`src/rtl/tx_scramble_encoder.sv`:
```
// Transmit scrambler plus rate-1/2 K=7 convolutional encoder (g0=133o, g1=171o).
// SIGNAL bits are encoded in the clear. DATA bits are scrambled, and tail bits are forced to zero.
module tx_scramble_encoder #(
  parameter int         SIGNAL_BITS  = 24,
  parameter logic [6:0] DEFAULT_SEED = 7'b1011101
) (
  input  logic       Clk,
  input  logic       reset,
  input  logic       start,
  input  logic [6:0] seed,
  input  logic       bit_in,
  input  logic       bit_in_valid,
  input  logic       tail_in,
  input  logic       last_in,
  output logic       A_out,
  output logic       B_out,
  output logic       AB_out_valid,
  output logic       busy,
  output logic [1:0] state_dbg_o
);

  localparam int CNT_W = (SIGNAL_BITS > 1) ? $clog2(SIGNAL_BITS) : 1;
  localparam logic [CNT_W-1:0] CNT_LAST = CNT_W'(SIGNAL_BITS - 1);

  typedef enum logic [1:0] {
    IDLE   = 2'd0,
    SIGNAL = 2'd1,
    DATA   = 2'd2
  } state_t;

  state_t           state_q;
  logic [6:0]       s_q;    // s_q[6] is s7, s_q[0] is s1
  logic [5:0]       d_q;    // d_q[0] is d1 (most recent), d_q[5] is d6
  logic [CNT_W-1:0] cnt_q;
  logic             a_q;
  logic             b_q;
  logic             valid_q;
  logic             busy_q;

  logic scr_fb;
  logic enc_x;
  logic enc_a;
  logic enc_b;

  always_comb begin
    scr_fb = s_q[6] ^ s_q[3];
    enc_x  = 1'b0;
    case (state_q)
      SIGNAL:  enc_x = bit_in;
      DATA:    enc_x = tail_in ? 1'b0 : (bit_in ^ scr_fb);
      default: enc_x = 1'b0;
    endcase
    enc_a = enc_x ^ d_q[1] ^ d_q[2] ^ d_q[4] ^ d_q[5];
    enc_b = enc_x ^ d_q[0] ^ d_q[1] ^ d_q[2] ^ d_q[5];
  end

  always_ff @(posedge Clk or posedge reset) begin
    if (reset) begin
      state_q <= IDLE;
      s_q     <= '0;
      d_q     <= '0;
      cnt_q   <= '0;
      a_q     <= 1'b0;
      b_q     <= 1'b0;
      valid_q <= 1'b0;
      busy_q  <= 1'b0;
    end else begin
      valid_q <= 1'b0;
      case (state_q)
        IDLE: begin
          if (start) begin
            s_q     <= (seed == 7'd0) ? DEFAULT_SEED : seed;
            d_q     <= '0;
            cnt_q   <= '0;
            busy_q  <= 1'b1;
            state_q <= SIGNAL;
          end
        end
        SIGNAL: begin
          if (bit_in_valid) begin
            a_q     <= enc_a;
            b_q     <= enc_b;
            valid_q <= 1'b1;
            d_q     <= {d_q[4:0], enc_x};
            cnt_q   <= cnt_q + 1'b1;
            if (cnt_q == CNT_LAST) state_q <= DATA;
          end
        end
        DATA: begin
          if (bit_in_valid) begin
            a_q     <= enc_a;
            b_q     <= enc_b;
            valid_q <= 1'b1;
            d_q     <= {d_q[4:0], enc_x};
            s_q     <= {s_q[5:0], scr_fb};
            if (last_in) begin
              state_q <= IDLE;
              busy_q  <= 1'b0;
            end
          end
        end
        default: state_q <= IDLE;
      endcase
    end
  end

  assign A_out        = a_q;
  assign B_out        = b_q;
  assign AB_out_valid = valid_q;
  assign busy         = busy_q;
  assign state_dbg_o  = state_q;

endmodule

```
`config.mk`:
```
export PLATFORM = sky130hd
export DESIGN_NAME = tx_scramble_encoder
export DESIGN_NICKNAME = d
export VERILOG_FILES = /design/src/rtl/tx_scramble_encoder.sv
export SDC_FILE = /design/constraint.sdc
export NUM_CORES = 1
export LEC_CHECK = 0
export ABC_AREA = 0
export CAP_MARGIN = 20
export CORE_ASPECT_RATIO = 1.25
export CORE_UTILIZATION = 58
export DETAILED_ROUTE_END_ITERATION = 6
export GPL_TIMING_DRIVEN = 1
export PLACE_DENSITY = 0.86
export SYNTH_ARGS = -nofsm -noshare
export SYNTH_HDL_FRONTEND = slang
export SYNTH_SLANG_ARGS = --single-unit
```
`constraint.sdc`:
```
create_clock -name Clk -period 3.2 [get_ports Clk]
set_input_delay 0.64 -clock Clk [delete_from_list [all_inputs] [get_ports Clk]]
set_output_delay 0.64 -clock Clk [all_outputs]
set_load 0.03 [all_outputs]
```
# [Word level (Yosys, flattened, before mapping)]
# Index checks and enable logic that the tools add are counted.
# W data, S select, Z words.
[totals] reg_bits=24 input_bits=14
[classes] n_addsub=1 n_mux=24 n_reduce_logical=12 eq_ne=9 n_bitwise=10
[op_table] cell="$mux W7" n=3
[op_table] cell="$pmux W7 S2" n=1
[op_table] cell="$mux W6" n=2
[op_table] cell="$pmux W6 S2" n=1
[op_table] cell="$mux W2" n=5
[op_table] cell="$mux W5" n=2
[op_table] cell="$ne A2 B2 Y1 const B" n=5
[op_table] cell="$pmux W5 S2" n=1
[op_table] cell="$xor A1 B1 Y1" n=10
[op_table] cell="$reduce_and A3 Y1" n=3
[op_table] cell="$logic_not A7 Y1" n=1
[op_table] cell="$mux W1" n=6
[op_table] cell="$pmux W2 S3" n=1
[op_table] cell="$reduce_bool A2 Y1" n=3
[op_table] cell="$add A5 B1 Y5 const B" n=1
[op_table] cell="$eq A5 B5 Y1 const B" n=1
[op_table] cell="$reduce_and A5 Y1" n=1
[op_table] cell="$pmux W1 S2" n=2
[op_table] cell="$reduce_and A4 Y1" n=1
[op_table] cell="$eq A2 B1 Y1 const B" n=1
[op_table] cell="$eq A2 B2 Y1 const B" n=1
[op_table] cell="$logic_not A2 Y1" n=1
[op_table] cell="$ne A2 B1 Y1 const B" n=1
[op_table] cell="$reduce_and A2 Y1" n=1
[op_table] cell="$reduce_or A2 Y1" n=1

# [Depth between registers and ports, before layout]
# Gate-level depths: netlist (run 1).
[depth] ltp_word=8 mapped_depth=8 ltp_nobuf=7

# [Worst setup path after synthesis (run 1)]
# No wires, ideal clock.
[synth_timing] path_type="register to register" start="register state_q[0], in the netlist state_dbg_o[0]" end="register a_q, in the netlist A_out" required_ps=3123 synth_period_minus_slack_ps=1854 n_path_buf=0 setup_ps=77 path_stages_with_launch=7 arrival_time_ps=1777 slack_ps=1346 path_cell_list="dfrtp_1 > inv_1 > ha_1 > a31o_1 > a21oi_2 > xnor3_1 > o21ai_1"
[synth_via] elab_chain_len=6 word_cells_on_any_way=9 classes_between="2 x eq/ne; 1 x mux; 4 x bitwise; 2 x reduce/logical"
[synth_rtl] item="start, declared" line="31" rtl="state_t state_q;"
[synth_rtl] item="start signal, assigned" line="59" rtl="state_q <= IDLE;"
[synth_rtl] item="start signal, assigned" line="76" rtl="state_q <= SIGNAL;"
[synth_rtl] item="start signal, assigned" line="86" rtl="if (cnt_q == CNT_LAST) state_q <= DATA;"
[synth_rtl] item="$eq A2 B2 Y1 or $eq A2 B1 Y1 (tied branches)" line="48, 69"
[synth_rtl] item="$pmux W1 S2" line="48" rtl="case (state_q)"
[synth_rtl] item="$xor A1 B1 Y1 (4 in a row)" line="53" rtl="enc_a = enc_x ^ d_q[1] ^ d_q[2] ^ d_q[4] ^ d_q[5];"
[synth_rtl] item="end signal, assigned" line="81" rtl="a_q <= enc_a;"
[synth_rtl] item="end signal, assigned" line="91" rtl="a_q <= enc_a;"
[synth_rtl] item="end, declared" line="35" rtl="logic a_q;"
# Parallel ways exist; a longest one is shown, timed or not.
# A chain may end at the register's enable or synchronous reset.

# [Worst setup path in the final report (run 1)]
[layout_timing] start="input start" end="register s_q[0]"
[layout_via] elab_chain_len=2
[layout_rtl] item="start, declared" line="9" rtl="input logic start,"
[layout_rtl] item="$ne A2 B2 Y1 (no source line)"
[layout_rtl] item="$reduce_and A3 Y1 (no source line)"
[layout_rtl] item="end signal, assigned" line="72" rtl="s_q <= (seed == 7'd0) ? DEFAULT_SEED : seed;"
[layout_rtl] item="end signal, assigned" line="95" rtl="s_q <= {s_q[5:0], scr_fb};"
[layout_rtl] item="end, declared" line="32" rtl="logic [6:0] s_q;"
# No other way between the ends.

==> results of run 1 <==
## layout make-up
| type | count | area [µm²] |
|---|---|---|
| multi-input cells | 127 | 763 |
| flip-flops and latches | 24 | 601 |
| fillers | 186 | 581 |
| repair buffers | 20 | 198 |
| inverters | 11 | 41.3 |
| well taps | 31 | 38.8 |
| clock buffers | 4 | 36.3 |
## layout by cell type, fill, tap and decap left out, types with 3 or more instances in the layout
cell type and n:
sky130_fd_sc_hd__nor2_1 6, sky130_fd_sc_hd__nand3_1 5, sky130_fd_sc_hd__a22oi_1 6, sky130_fd_sc_hd__dfrtp_1 24, sky130_fd_sc_hd__ha_1 4, sky130_fd_sc_hd__nand2_1 32
sky130_fd_sc_hd__inv_1 10, sky130_fd_sc_hd__clkbuf_4 3, sky130_fd_sc_hd__mux2i_1 4, sky130_fd_sc_hd__nor3_1 6, sky130_fd_sc_hd__o21ai_0 21, sky130_fd_sc_hd__clkdlybuf4s50_1 19
sky130_fd_sc_hd__a21oi_1 14
## power by group through the flow
stage / Clock (W) / Combinational [W] / Sequential [W]
floorplan: 0 / 0.000479 / 0.000538
global placement: 0 / 0.000657 / 0.000515
detailed placement: 0 / 0.000683 / 0.000518
CTS: 0.000164 / 0.000685 / 0.000513
global route: 0.000179 / 0.000763 / 0.000530
finish: 0.000163 / 0.000683 / 0.000515
## per-layer routing
metal	up-vias	GRT usage	wire [µm]
met2	35	0.411	1420
met5	-	0	0
li1	643	-	-
met3	6	0.0411	108
met1	569	0.340	1400
met4	0	0.130	42
## state kept, by name, summed over array words and instances, names as in the netlist
name	count
d_q	6
AB_out_valid	1
A_out	1
B_out	1
s_q	7
state_dbg_o	2
busy	1
cnt_q	5
## worst min-delay path, delay by kind of cell, from the launching register on
| kind | cells | cell delay (ps) |
|---|---|---|
| DFF | 1 | 370 |
| and+or+nand+nor | 2 | 100 |
## cell families (layout without fill, tap and decap cells)
group | count (synthesis) | in the layout
AOI/OAI and AO/OA | 57 | 57
and+or+nand+nor | 57 | 57
DFF | 24 | 24
buffers and inverters | 17 | 35
xor gates and xnor gates | 5 | 5
adders and majority gates | 4 | 4
muxes | 4 | 4
## stage by stage
stage	cells	power (W)
global placement	213	0.00117
CTS	217	0.00136
global route	217	0.00147
floorplan	168	0.00102
finish	217	0.00136
detailed placement	213	0.00120
## worst max path at each step
| stage | from | to | slack (ps) |
|---|---|---|---|
| after floorplan | state_dbg_o[0] | A_out | 1350 |
| after detailed placement | start | s_q[0] | 660 |
| final | start | s_q[0] | 980 |
| after global placement | start | s_q[0] | 780 |
| after CTS | start | s_q[0] | 1020 |
| after global routing | start | s_q[0] | 890 |
==> Implementation_results.wiki, run 1 <==
{| class="wikitable"
! Metric !! Value
|-
| Result of the run || complete, no violations
|-
| Number of levels in the clock H-tree || 1
|-
| Wire length of the first global-routing pass || 5.11 mm
|-
| Final Slew Violations || 0
|-
| Post-route worst setup slack || 979 ps
|-
| Overall die area || 0.00267 mm²
|-
| Mean number of vias per cell || 5.77
|-
| Mux contribution to synthesized area || 0.0280
|-
| DPL Wire Length || 2.18 mm
|-
| Share of the core filled with cells || 0.743
|-
| Clock transition at the registers of the reported paths || 130 ps
|-
| Commonest cells in the netlist || 32 x sky130_fd_sc_hd__nand2_1, 24 x sky130_fd_sc_hd__dfrtp_1, 21 x sky130_fd_sc_hd__o21ai_0, 14 x sky130_fd_sc_hd__a21oi_1, 10 x sky130_fd_sc_hd__inv_1
|-
| Post-place instance area || between 0.0015 and 0.002 mm²
|-
| Maximum root-to-sink buffer count || 2
|-
| Capture instance of the worst register-to-register path || s_q[5]
|-
| Period minus WS final || 2220 ps
|-
| PostCTS Resize Cnt || 0
|-
| Standard cell with the maximum stage delay on the critical path || sky130_fd_sc_hd__clkdlybuf4s50_1
|-
| Cell row count || 19
|-
| EDFF count, synth || 0
|-
| CTS tree || done
|-
| Antenna violations before repair || 0
|-
| Sequential power share || 0.379
|-
| Data required time of the critical path || 3390 ps
|-
| Cell variety after synth || 35
|-
| Pre-CTS WS || 662 ps
|-
| Number of nets with antenna violations after routing || 0
|-
| Hold Path Stages || 2
|-
| Cell Int Power || 0.000776 W
|-
| Highest fanout seen on the critical path || 12
|-
| Initial cell density of the core || 0.632
|-
| Number of global-route vias before repair || 1,210
|-
| Detailed-routing iteration count for the pre-antenna-repair pass || 4
|-
| Worst-case reg-to-reg path depth || 6
|-
| Core region area || 0.00226 mm²
|-
| Path type of the worst min-delay path || reg -> reg
|-
| Register area share after synthesis || 0.421
|-
| Insertion delay to the later sink of the worst-skew pair || around 320 ps
|-
| Remaining global-route overflow || 0
|-
| Starting DRT DRC Count || 48
|-
| Boundary Pins || 20
|-
| Complex-gate fraction of the synthesized area || 0.243
|-
| Ys flop type || sky130_fd_sc_hd__dfrtp_1
|-
| Post-Synth Adder-Cell Area || 0.0351
|-
| Setup Total Neg Slack || 0 ps
|-
| Flip-flop and latch count after synthesis || 24
|-
| Pin count of the biggest net entering global routing || 25
|-
| Post CTS Setup Buffer Count || 0
|-
| YS warnings || 0
|-
| Number of inserted diodes || 0
|-
| Fraction of registers with async set/reset || 1.00
|-
| Fraction of power consumed by combinational cells || 0.502
|-
| Simple-gate share of the synthesized area || 0.179
|-
| Summed instance area of the synthesized netlist || 0.00143 mm²
|-
| Number of buffers and inverters on the critical path || 1
|-
| Crit path depth || 6
|-
| Layout net count || 205
|-
| Main area contributors after synthesis || sky130_fd_sc_hd__dfrtp_1 42%, sky130_fd_sc_hd__nand2_1 8.4%, sky130_fd_sc_hd__o21ai_0 7.4%, sky130_fd_sc_hd__a21oi_1 4.9%, sky130_fd_sc_hd__ha_1 3.5%
|-
| Synthesized-area fraction occupied by xor and xnor cells || 0.0500
|-
| Share of the cycle needed by the critical path after routing || 0.694
|-
| Final Instance Area || 0.00168 mm²
|-
| Overall die width || 46.4 µm
|-
| Worst ir drop on vdd || 0.646 mV
|-
| Switch share || 0.430
|-
| Switching power || 0.000585 W
|-
| Clock power share || 0.120
|-
| Least-Margin Pin Slew || between 900 and 1000 ps
|-
| Main combinational cell family by area after synthesis || compound AO/OA/AOI/OAI gates
|-
| Start of the worst register-to-register path || state_dbg_o[0]
|-
| Share of the synthesized area in the top cell type || 0.421
|-
| Clock buffer count from CTS || 3
|-
| Total leakage power || between 0.7 and 0.8 nW
|-
| Port-buffer cells || 19
|-
| Post-Syn Area per Cell || 8.50 µm²
|-
| Top Family by Delay on Critical Path || compound AO/OA/AOI/OAI gates
|-
| Buffer cell driving the clock tree root || sky130_fd_sc_hd__clkbuf_4
|-
| Flop2flop setup slack || 1150 ps
|-
| Capture endpoint of the worst hold path || s_q[4]
|-
| Crit path DAT || 2410 ps
|-
| Hold Slack || 492 ps
|-
| Last weighted congestion value of the routability-driven placer || 0.880
|-
| Number of sinks driven by the clock tree || 24
|-
| RSZ-0062 raised after global routing || no
|-
| Top cell type by total area after synthesis || sky130_fd_sc_hd__dfrtp_1
|-
| Power per standard cell area || about 800 mW/mm²
|-
| Remaining DRCs || 0
|-
| DIE HEIGHT || 57.5 µm
|-
| Layout-stage area growth over the synthesis result || 17.5%
|-
| Number of nets produced by synthesis || 186
|-
| Worst clock skew || around 1.9 ps
|-
| Cell with the most instances after synthesis || sky130_fd_sc_hd__nand2_1
|-
| Max-cap viol count || 0
|-
| Startpoint class of the critical path || primary input
|-
| Post-Synthesis Cells || 168
|-
| Relative slew slack || 0.398
|-
| Layout cells sized above 1 || 0.0323
|-
| Start point of the worst min-delay path || s_q[4]
|-
| Wire length per cell after detailed routing || about 14 µm
|-
| Overall routing resource usage || 0.262
|-
| Startpoint-to-endpoint class of the critical path || in -> reg
|-
| Via count of the routed design || roughly 1,300
|-
| Delay contributed by the slowest stage of the critical path || 680 ps
|-
| Endpoints failing setup || 0
|-
| Total Wirelength || ~3.0 mm
|-
| Hold Violations, Final || 0
|-
| Sort of element at the end of the critical path || flip-flop
|-
| Hold buffer count at cts || 0
|-
| Max Clk Rate || between 400 and 500 MHz
|-
| Critical path, cell by cell || clkdlybuf4s50_1 -> nand2b_1 -> o21ai_0 -> a21o_1 -> nand2_1 -> o31ai_1
|}
Power figures use the tool's default switching activity.
==> inputs of run 2 (changes only) <==
--- a/config.mk
+++ b/config.mk
@@ -8,10 +8,10 @@
 export ABC_AREA = 0
 export CAP_MARGIN = 20
 export CORE_ASPECT_RATIO = 1.25
-export CORE_UTILIZATION = 58
+export CORE_UTILIZATION = 54
 export DETAILED_ROUTE_END_ITERATION = 6
 export GPL_TIMING_DRIVEN = 1
-export PLACE_DENSITY = 0.86
+export PLACE_DENSITY = 0.81
 export SYNTH_ARGS = -nofsm -noshare
 export SYNTH_HDL_FRONTEND = slang
 export SYNTH_SLANG_ARGS = --single-unit
==> constraint.sdc (replaced) <==
create_clock -name Clk -period 2.1 [get_ports Clk]
set_input_delay 0.42 -clock Clk [delete_from_list [all_inputs] [get_ports Clk]]
set_output_delay 0.42 -clock Clk [all_outputs]
set_load 0.03 [all_outputs]
==> run 2 against run 1 <==
Sequential power grew 53%. Hold slack worse by 83 ps. Non-clock buffer count increased by 7. Combinational power is 63% higher. Critical path depth is 5 lower. Power up 58%. Critical path type is now reg -> out. Critical endpoint is now state_dbg_o[1]. Clock power grew 60%. Clock-buffer cell count is the same.
==> Implementation_results.wiki, run 2 (synthesis gave the netlist of run 1 again) <==
{| class="wikitable"
! Metric !! Value
|-
| Startpoint class of the critical path || flip-flop
|-
| Port-buffer cells || 19 (unchanged)
|-
| Overall die area || 0.00285 mm² (+7.1%)
|-
| Area used by sequential logic in the layout || 601 µm² (unchanged)
|-
| Initial cell density of the core || 0.576 (-0.0559)
|-
| Wire length of the first global-routing pass || 5.44 mm (+6.6%)
|-
| Max-cap viol count || 0 (unchanged)
|-
| Worst setup path start || state_dbg_o[1]
|-
| Delay contributed by the slowest stage of the critical path || 700 ps (+20 ps)
|-
| Mean number of vias per cell || 5.85 (+1.4%)
|-
| Result of the run || complete, no violations
|-
| Worst ir drop on vdd || 0.741 mV (+15%)
|-
| Share of the core filled with cells || 0.699 (-0.0434)
|-
| Relative slew slack || 0.670 (+0.273)
|-
| Layout-stage area growth over the synthesis result || 21.4%
|-
| Clock buffer count from CTS || 3 (unchanged)
|-
| Starting DRT DRC Count || 48 (unchanged)
|-
| Total leakage power || 0.794 nW (+4.5%)
|-
| Hold buffer count at cts || 0 (unchanged)
|-
| Area occupied by multi-input gates || 763 µm² (unchanged)
|-
| Crit path DAT || 1470 ps (-940 ps)
|-
| Number of global-route vias before repair || 1,290 (+6.6%)
|-
| Number of cells after detailed placement || 222 (+4.2%)
|-
| Via count of the routed design || 1,323 (+5.6%)
|-
| Clock transition at the registers of the reported paths || 140 ps (about the same)
|-
| Startpoint-to-endpoint class of the critical path || reg -> out
|-
| Setup Total Neg Slack || 0 ps (unchanged)
|-
| Overall die width || 48.0 µm (+3.5%)
|-
| Layout cells sized above 1 || 0.0674 (+0.0351)
|-
| Last weighted congestion value of the routability-driven placer || 0.865 (-1.7%)
|-
| CTS tree || done
|-
| Number of inserted diodes || 0 (unchanged)
|-
| Maximum root-to-sink buffer count || 2 (unchanged)
|-
| Pre-CTS WS || 172 ps (-491 ps)
|-
| Number of levels in the clock H-tree || 1 (unchanged)
|-
| Insertion delay to the later sink of the worst-skew pair || 330 ps (about the same)
|-
| Critical path, cell by cell || clkdlybuf4s50_1
|-
| Overall routing resource usage || 0.270 (+0.00803)
|-
| Number of flip-flops in the largest register || 7 (unchanged)
|-
| Share of the cycle needed by the critical path after routing || 0.901
|-
| RSZ-0062 raised after global routing || no
|-
| Fillers || 187 (+0.54%)
|-
| Post-route worst setup slack || 208 ps (-771 ps)
|-
| Largest reg by FF count || s_q
|-
| Remaining DRCs || 0 (unchanged)
|-
| Flop2flop setup slack || 370 ps (-780 ps)
|-
| Start of the worst register-to-register path || state_dbg_o[0]
|-
| Sort of element at the end of the critical path || primary output
|-
| Number of sinks driven by the clock tree || 24 (unchanged)
|-
| DIE HEIGHT || 59.5 µm (+3.5%)
|-
| Period minus WS final || 1890 ps
|-
| Highest fanout seen on the critical path || 4 (-8)
|-
| Power per standard cell area || 1240 mW/mm² (+53%)
|-
| Antenna violations before repair || 0 (unchanged)
|-
| Wire length per cell after detailed routing || 14.2 µm (+3.8%)
|-
| Worst-case reg-to-reg path depth || 6 (unchanged)
|-
| Endpoints failing setup || 0 (unchanged)
|-
| DPL Wire Length || 2.32 mm (+6.6%)
|-
| Detailed-routing iteration count for the pre-antenna-repair pass || 4 (unchanged)
|-
| Biggest registers after layout || s_q x7, d_q x6, cnt_q x5
|-
| Post CTS Setup Buffer Count || 0 (unchanged)
|-
| Final Slew Violations || 0 (unchanged)
|-
| Core region area || 0.00248 mm² (+9.7%)
|-
| Top library cells by usage in the layout, fill and taps aside || 32 x sky130_fd_sc_hd__nand2_1, 24 x sky130_fd_sc_hd__dfrtp_1, 21 x sky130_fd_sc_hd__o21ai_0
|-
| Most common cell after layout, fill and taps aside || sky130_fd_sc_hd__nand2_1
|-
| Number of buffers and inverters on the critical path || 1 (unchanged)
|-
| Layout net count || 212 (+3.4%)
|-
| Filler-free cell count of the finished design || 226 (+4.1%)
|-
| Total Wirelength || 3.21 mm (+8.1%)
|-
| Max Clk Rate || approximately 530 MHz
|-
| Top Family by Delay on Critical Path || buffers and inverters
|-
| PostCTS Resize Cnt || 0 (unchanged)
|-
| PnR Total Power || 0.00215 W (+58%)
|-
| Capture instance of the worst register-to-register path || B_out
|-
| Pin count of the biggest net entering global routing || 25 (unchanged)
|-
| Boundary Pins || 20 (unchanged)
|-
| Cell row count || 20 (+1)
|-
| Buffer cell driving the clock tree root || sky130_fd_sc_hd__clkbuf_4
|-
| Data required time of the critical path || 1680 ps (-1710 ps)
|-
| Worst clock skew || 1.58 ps (-0.321 ps)
|-
| Remaining global-route overflow || 0 (unchanged)
|-
| Hold Violations, Final || 0 (unchanged)
|-
| Least-Margin Pin Slew || 489 ps (-413 ps)
|-
| Standard cell with the maximum stage delay on the critical path || sky130_fd_sc_hd__clkdlybuf4s50_1
|-
| Number of nets with antenna violations after routing || 0 (unchanged)
|-
| Path type of the worst min-delay path || in -> async
|}
[run 2: cell count changes in the layout (fill, tap and decap cells not counted)]
cell and change:
sky130_fd_sc_hd__buf_4 +7
[run 2: worst register-to-register path, delay by kind of cell (launching register included)]
| family | cells | cell delay, ps |
|---|---|---|
| AOI/OAI and AO/OA | 2 | 240 |
| adders and majority gates | 1 | 200 |
| and+or+nand+nor | 1 | 350 |
| DFF | 1 | 430 |
| buffers and inverters | 1 | 110 |
| xor gates and xnor gates | 1 | 350 |
[run 2: metrics by stage]
step	hold slack [ps]	instance area (µm²)
floorplan	435	1430
global placement	461	1700
detailed placement	471	1700
CTS	415	1730
global route	439	1730
finish	409	1730
[run 2: area by class of cell]
cell class              count  share of cell area
flip-flops and latches     24               0.347
clock buffers               4              0.0209
inverters                  11              0.0238
repair buffers             27               0.144
multi-input cells         127               0.440
well taps                  33              0.0238
[run 2: power by group]
group / internal (W) / leakage, nW / switching, W
Clock: 0.000106 / 0.0210 / 0.000153
Combinational: 0.000493 / 0.466 / 0.000614
Sequential: 0.000631 / 0.307 / 0.000154
[run 2: layer usage]
layer	part of all wire	track usage	up-vias	wire [µm]
met5	0	0	-	0
met4	0.025	0.135	0	80
met3	0.034	0.0366	7	109
met2	0.50	0.438	33	1590
met1	0.44	0.340	629	1430
li1	-	-	654	-
[run 2: how the worst max path moves through the flow]
stage	endpoint	slack, ps	cells past startpoint
2_1_floorplan	A_out	250	6
3_3_place_gp	A_out	220	6
3_5_place_dp	B_out	170	5
4_1_cts	state_dbg_o[1]	200	1
5_1_grt	state_dbg_o[1]	160	1
6_report	state_dbg_o[1]	210	1
==> inputs of run 3 (changes only) <==
--- a/config.mk
+++ b/config.mk
@@ -8,10 +8,12 @@
 export ABC_AREA = 0
 export CAP_MARGIN = 20
 export CORE_ASPECT_RATIO = 1.25
-export CORE_UTILIZATION = 54
+export CORE_UTILIZATION = 62
 export DETAILED_ROUTE_END_ITERATION = 6
+export DONT_BUFFER_PORTS = 1
 export GPL_TIMING_DRIVEN = 1
-export PLACE_DENSITY = 0.81
+export PLACE_DENSITY = 0.8
+export SETUP_SLACK_MARGIN = 0.1
 export SYNTH_ARGS = -nofsm -noshare
 export SYNTH_HDL_FRONTEND = slang
 export SYNTH_SLANG_ARGS = --single-unit
==> constraint.sdc (replaced) <==
create_clock -name Clk -period 2.1 [get_ports Clk]
set_input_delay 0.42 -clock Clk [delete_from_list [all_inputs] [get_ports Clk]]
set_output_delay 0.42 -clock Clk [all_outputs]
set_load 0.02 [all_outputs]
==> run 3 against run 2 <==
Clock-buffer cell count unchanged. Clock skew up 0.57 ps. Non-clock buffer count down 21. Hold slack worse by 400 ps. Largest power group unchanged. Highest routed layer unchanged. Cell count down 10%. Sequential share of layout area up 4.8 points. Combinational power down 15%. Sequential power up 5.6%. Routed wire length down 6.7%. Core utilization down 0.16 points.
==> Implementation_results.wiki, run 3 (synthesis gave the netlist of run 1 again) <==
{| class="wikitable"
! Metric !! Value
|-
| Worst-case reg-to-reg path depth || 6 (unchanged)
|-
| Critical path, cell by cell || inv_1 -> ha_1 -> a31o_1 -> a21oi_2 -> xnor3_1 -> o21ai_1
|-
| Overall die width || 44.9 µm (-6.4%)
|-
| Switch share || 0.430 (+0.00120)
|-
| Remaining DRCs || 0 (unchanged)
|-
| DPL Wire Length || 2.17 mm (-6.6%)
|-
| Biggest registers after layout || s_q x7, d_q x6, cnt_q x5
|-
| Delay contributed by the slowest stage of the critical path || 460 ps (-240 ps)
|-
| Setup Total Neg Slack || 0 ps (unchanged)
|-
| Clock transition at the registers of the reported paths || 140 ps (about the same)
|-
| Total Wirelength || 3.00 mm (-6.7%)
|-
| Boundary Pins || 20 (unchanged)
|-
| Layout-stage area growth over the synthesis result || 6.92%
|-
| Hold Slack || 9.82 ps (-399 ps)
|-
| Number of levels in the clock H-tree || 1 (unchanged)
|-
| Layout cells sized above 1 || 0.0698 (+0.00241)
|-
| Hold Violations, Final || 0 (unchanged)
|-
| Endpoints failing setup || 0 (unchanged)
|-
| Remaining global-route overflow || 0 (unchanged)
|-
| Sort of element at the end of the critical path || flip-flop
|-
| Wire length of the first global-routing pass || 5.07 mm (-6.9%)
|-
| Via count of the routed design || 1,247 (-5.7%)
|-
| Relative slew slack || 0.678 (+0.00803)
|-
| Number of flip-flops in the largest register || 7 (unchanged)
|-
| Wire length per cell after detailed routing || 14.8 µm (+3.9%)
|-
| Maximum root-to-sink buffer count || 2 (unchanged)
|-
| Overall routing resource usage || 0.269 (-0.000427)
|-
| Number of nets with antenna violations after routing || 0 (unchanged)
|-
| Most common cell after layout, fill and taps aside || sky130_fd_sc_hd__nand2_1
|-
| Highest fanout seen on the critical path || 6 (+2)
|-
| Max Clk Rate || 532 MHz (+0.76%)
|-
| Final Slew Violations || 0 (unchanged)
|-
| Detailed-routing iteration count for the pre-antenna-repair pass || 4 (unchanged)
|-
| Clock power share || 0.125 (+0.004)
|-
| Starting DRT DRC Count || 32 (-33%)
|-
| Switching power || 0.000870 W (-5.6%)
|-
| Cell Int Power || 0.00116 W (-6.1%)
|-
| Worst clock skew || 2.15 ps (+0.572 ps)
|-
| Data required time of the critical path || 2360 ps (+680 ps)
|-
| Last weighted congestion value of the routability-driven placer || 0.798 (-7.8%)
|-
| Standard cell with the maximum stage delay on the critical path || sky130_fd_sc_hd__dfrtp_2
|-
| Buffer cell driving the clock tree root || sky130_fd_sc_hd__clkbuf_4
|-
| Startpoint class of the critical path || flip-flop
|-
| Power per standard cell area || 1330 mW/mm² (+6.8%)
|-
| Largest reg by FF count || s_q
|-
| Startpoint-to-endpoint class of the critical path || reg -> reg
|-
| Overall die area || 0.00250 mm² (-12%)
|-
| Layout net count || 191 (-9.9%)
|-
| Result of the run || complete, no violations
|-
| Port-buffer cells || 0 (-19)
|-
| Crit path DAT || 2130 ps (+660 ps)
|-
| Sequential power share || 0.409 (+0.044)
|-
| Fraction of power consumed by combinational cells || 0.466 (-0.048)
|-
| Total leakage power || 0.710 nW (-11%)
|-
| Worst ir drop on vdd || 0.942 mV (+27%)
|-
| Insertion delay to the later sink of the worst-skew pair || 320 ps (about the same)
|-
| Least-Margin Pin Slew || 477 ps (-11.9 ps)
|-
| Top library cells by usage in the layout, fill and taps aside || 32 x sky130_fd_sc_hd__nand2_1, 23 x sky130_fd_sc_hd__dfrtp_1, 21 x sky130_fd_sc_hd__o21ai_0
|-
| Initial cell density of the core || 0.653 (+0.0765)
|-
| Core region area || 0.00219 mm² (-12%)
|-
| Pin count of the biggest net entering global routing || 25 (unchanged)
|-
| Number of sinks driven by the clock tree || 24 (unchanged)
|-
| Hold buffer count at cts || 0 (unchanged)
|-
| DIE HEIGHT || 55.7 µm (-6.4%)
|-
| Mean number of vias per cell || 6.14 (+4.9%)
|-
| Share of the cycle needed by the critical path after routing || 0.894 (-0.00677)
|-
| Max-cap viol count || 0 (unchanged)
|-
| Clock buffer count from CTS || 3 (unchanged)
|-
| CTS tree || done
|-
| Number of inserted diodes || 0 (unchanged)
|-
| Cell row count || 19 (-5.0%)
|-
| Number of global-route vias before repair || 1,240 (-3.9%)
|-
| Antenna violations before repair || 0 (unchanged)
|-
| Path type of the worst min-delay path || in -> async
|-
| Period minus WS final || 1880 ps (-14.2 ps)
|-
| RSZ-0062 raised after global routing || no
|}
==> run 3: cell types whose count changed in the layout (fill, tap and decap cells not counted), sizes merged <==
cell	previous run	this run
buf	8	6
clkdlybuf4s50	19	0
==> run 3: power groups by stage <==
stage | combinational, W | clock (W) | sequential [W]
6_report | 0.000944 | 0.000253 | 0.000830
5_1_grt | 0.00106 | 0.000274 | 0.000851
4_1_cts | 0.000947 | 0.000252 | 0.000825
3_5_place_dp | 0.000946 | 0 | 0.000832
3_3_place_gp | 0.000898 | 0 | 0.000823
2_1_floorplan | 0.000730 | 0 | 0.000795
==> run 3: per-layer routing <==
metal / GRT usage / part of all wire / vias up / routed length, µm
met2: 0.420 / 0.48 / 48 / 1430
met3: 0.0747 / 0.069 / 7 / 208
met1: 0.342 / 0.43 / 582 / 1290
li1: - / - / 610 / -
met4: 0.117 / 0.020 / 0 / 59
met5: 0 / 0 / - / 0
==> run 3: timing repair <==
action                                  CTS  global route
buffers inserted                          0             0
hold endpoints to repair                  0             0
endpoints found under the setup margin    0             3
resized for setup                         0             1
==> run 3: metrics by stage <==
stage               setup WS [ps]  utilization  power (W)  area (µm²)  std cells
finish                        222        0.698    0.00203        1530        203
global route                  103        0.698    0.00219        1530        203
CTS                           135        0.697    0.00202        1530        203
detailed placement            158        0.681    0.00178        1490        199
global placement              253        0.681    0.00172        1490        199
floorplan                     328            -    0.00153        1430        168
==> run 3: cell type report <==
cell class / instances / area [µm²]
timing repair buffer: 6 / 45.0
sequential: 24 / 602
multi-input combinational: 127 / 763
inverter: 11 / 41.3
fill: 187 / 661
tap: 31 / 38.8
clock buffer: 4 / 36.3
==> run 3: final timing paths <==
path | endpoint | slack, ps | start
min reg2reg | s_q[4] | 500 | s_q[4]
max | A_out | 220 | state_dbg_o[0]
max reg2reg | A_out | 220 | state_dbg_o[0]
min in group Clk | s_q[4] | 240 | seed[4]
min | d_q[2] | 10 | reset
max in group asynchronous | state_dbg_o[0] | 1840 | reset
==> run 3: worst max-delay path: cells and delay by family, from the launching register on <==
family                   cells  cell delay, ps
AO/OA/AOI/OAI                3             630
flip-flops                   1             460
XOR/XNOR                     1             350
adder cells (fa/ha/maj)      1             270
buffers and inverters        1              90
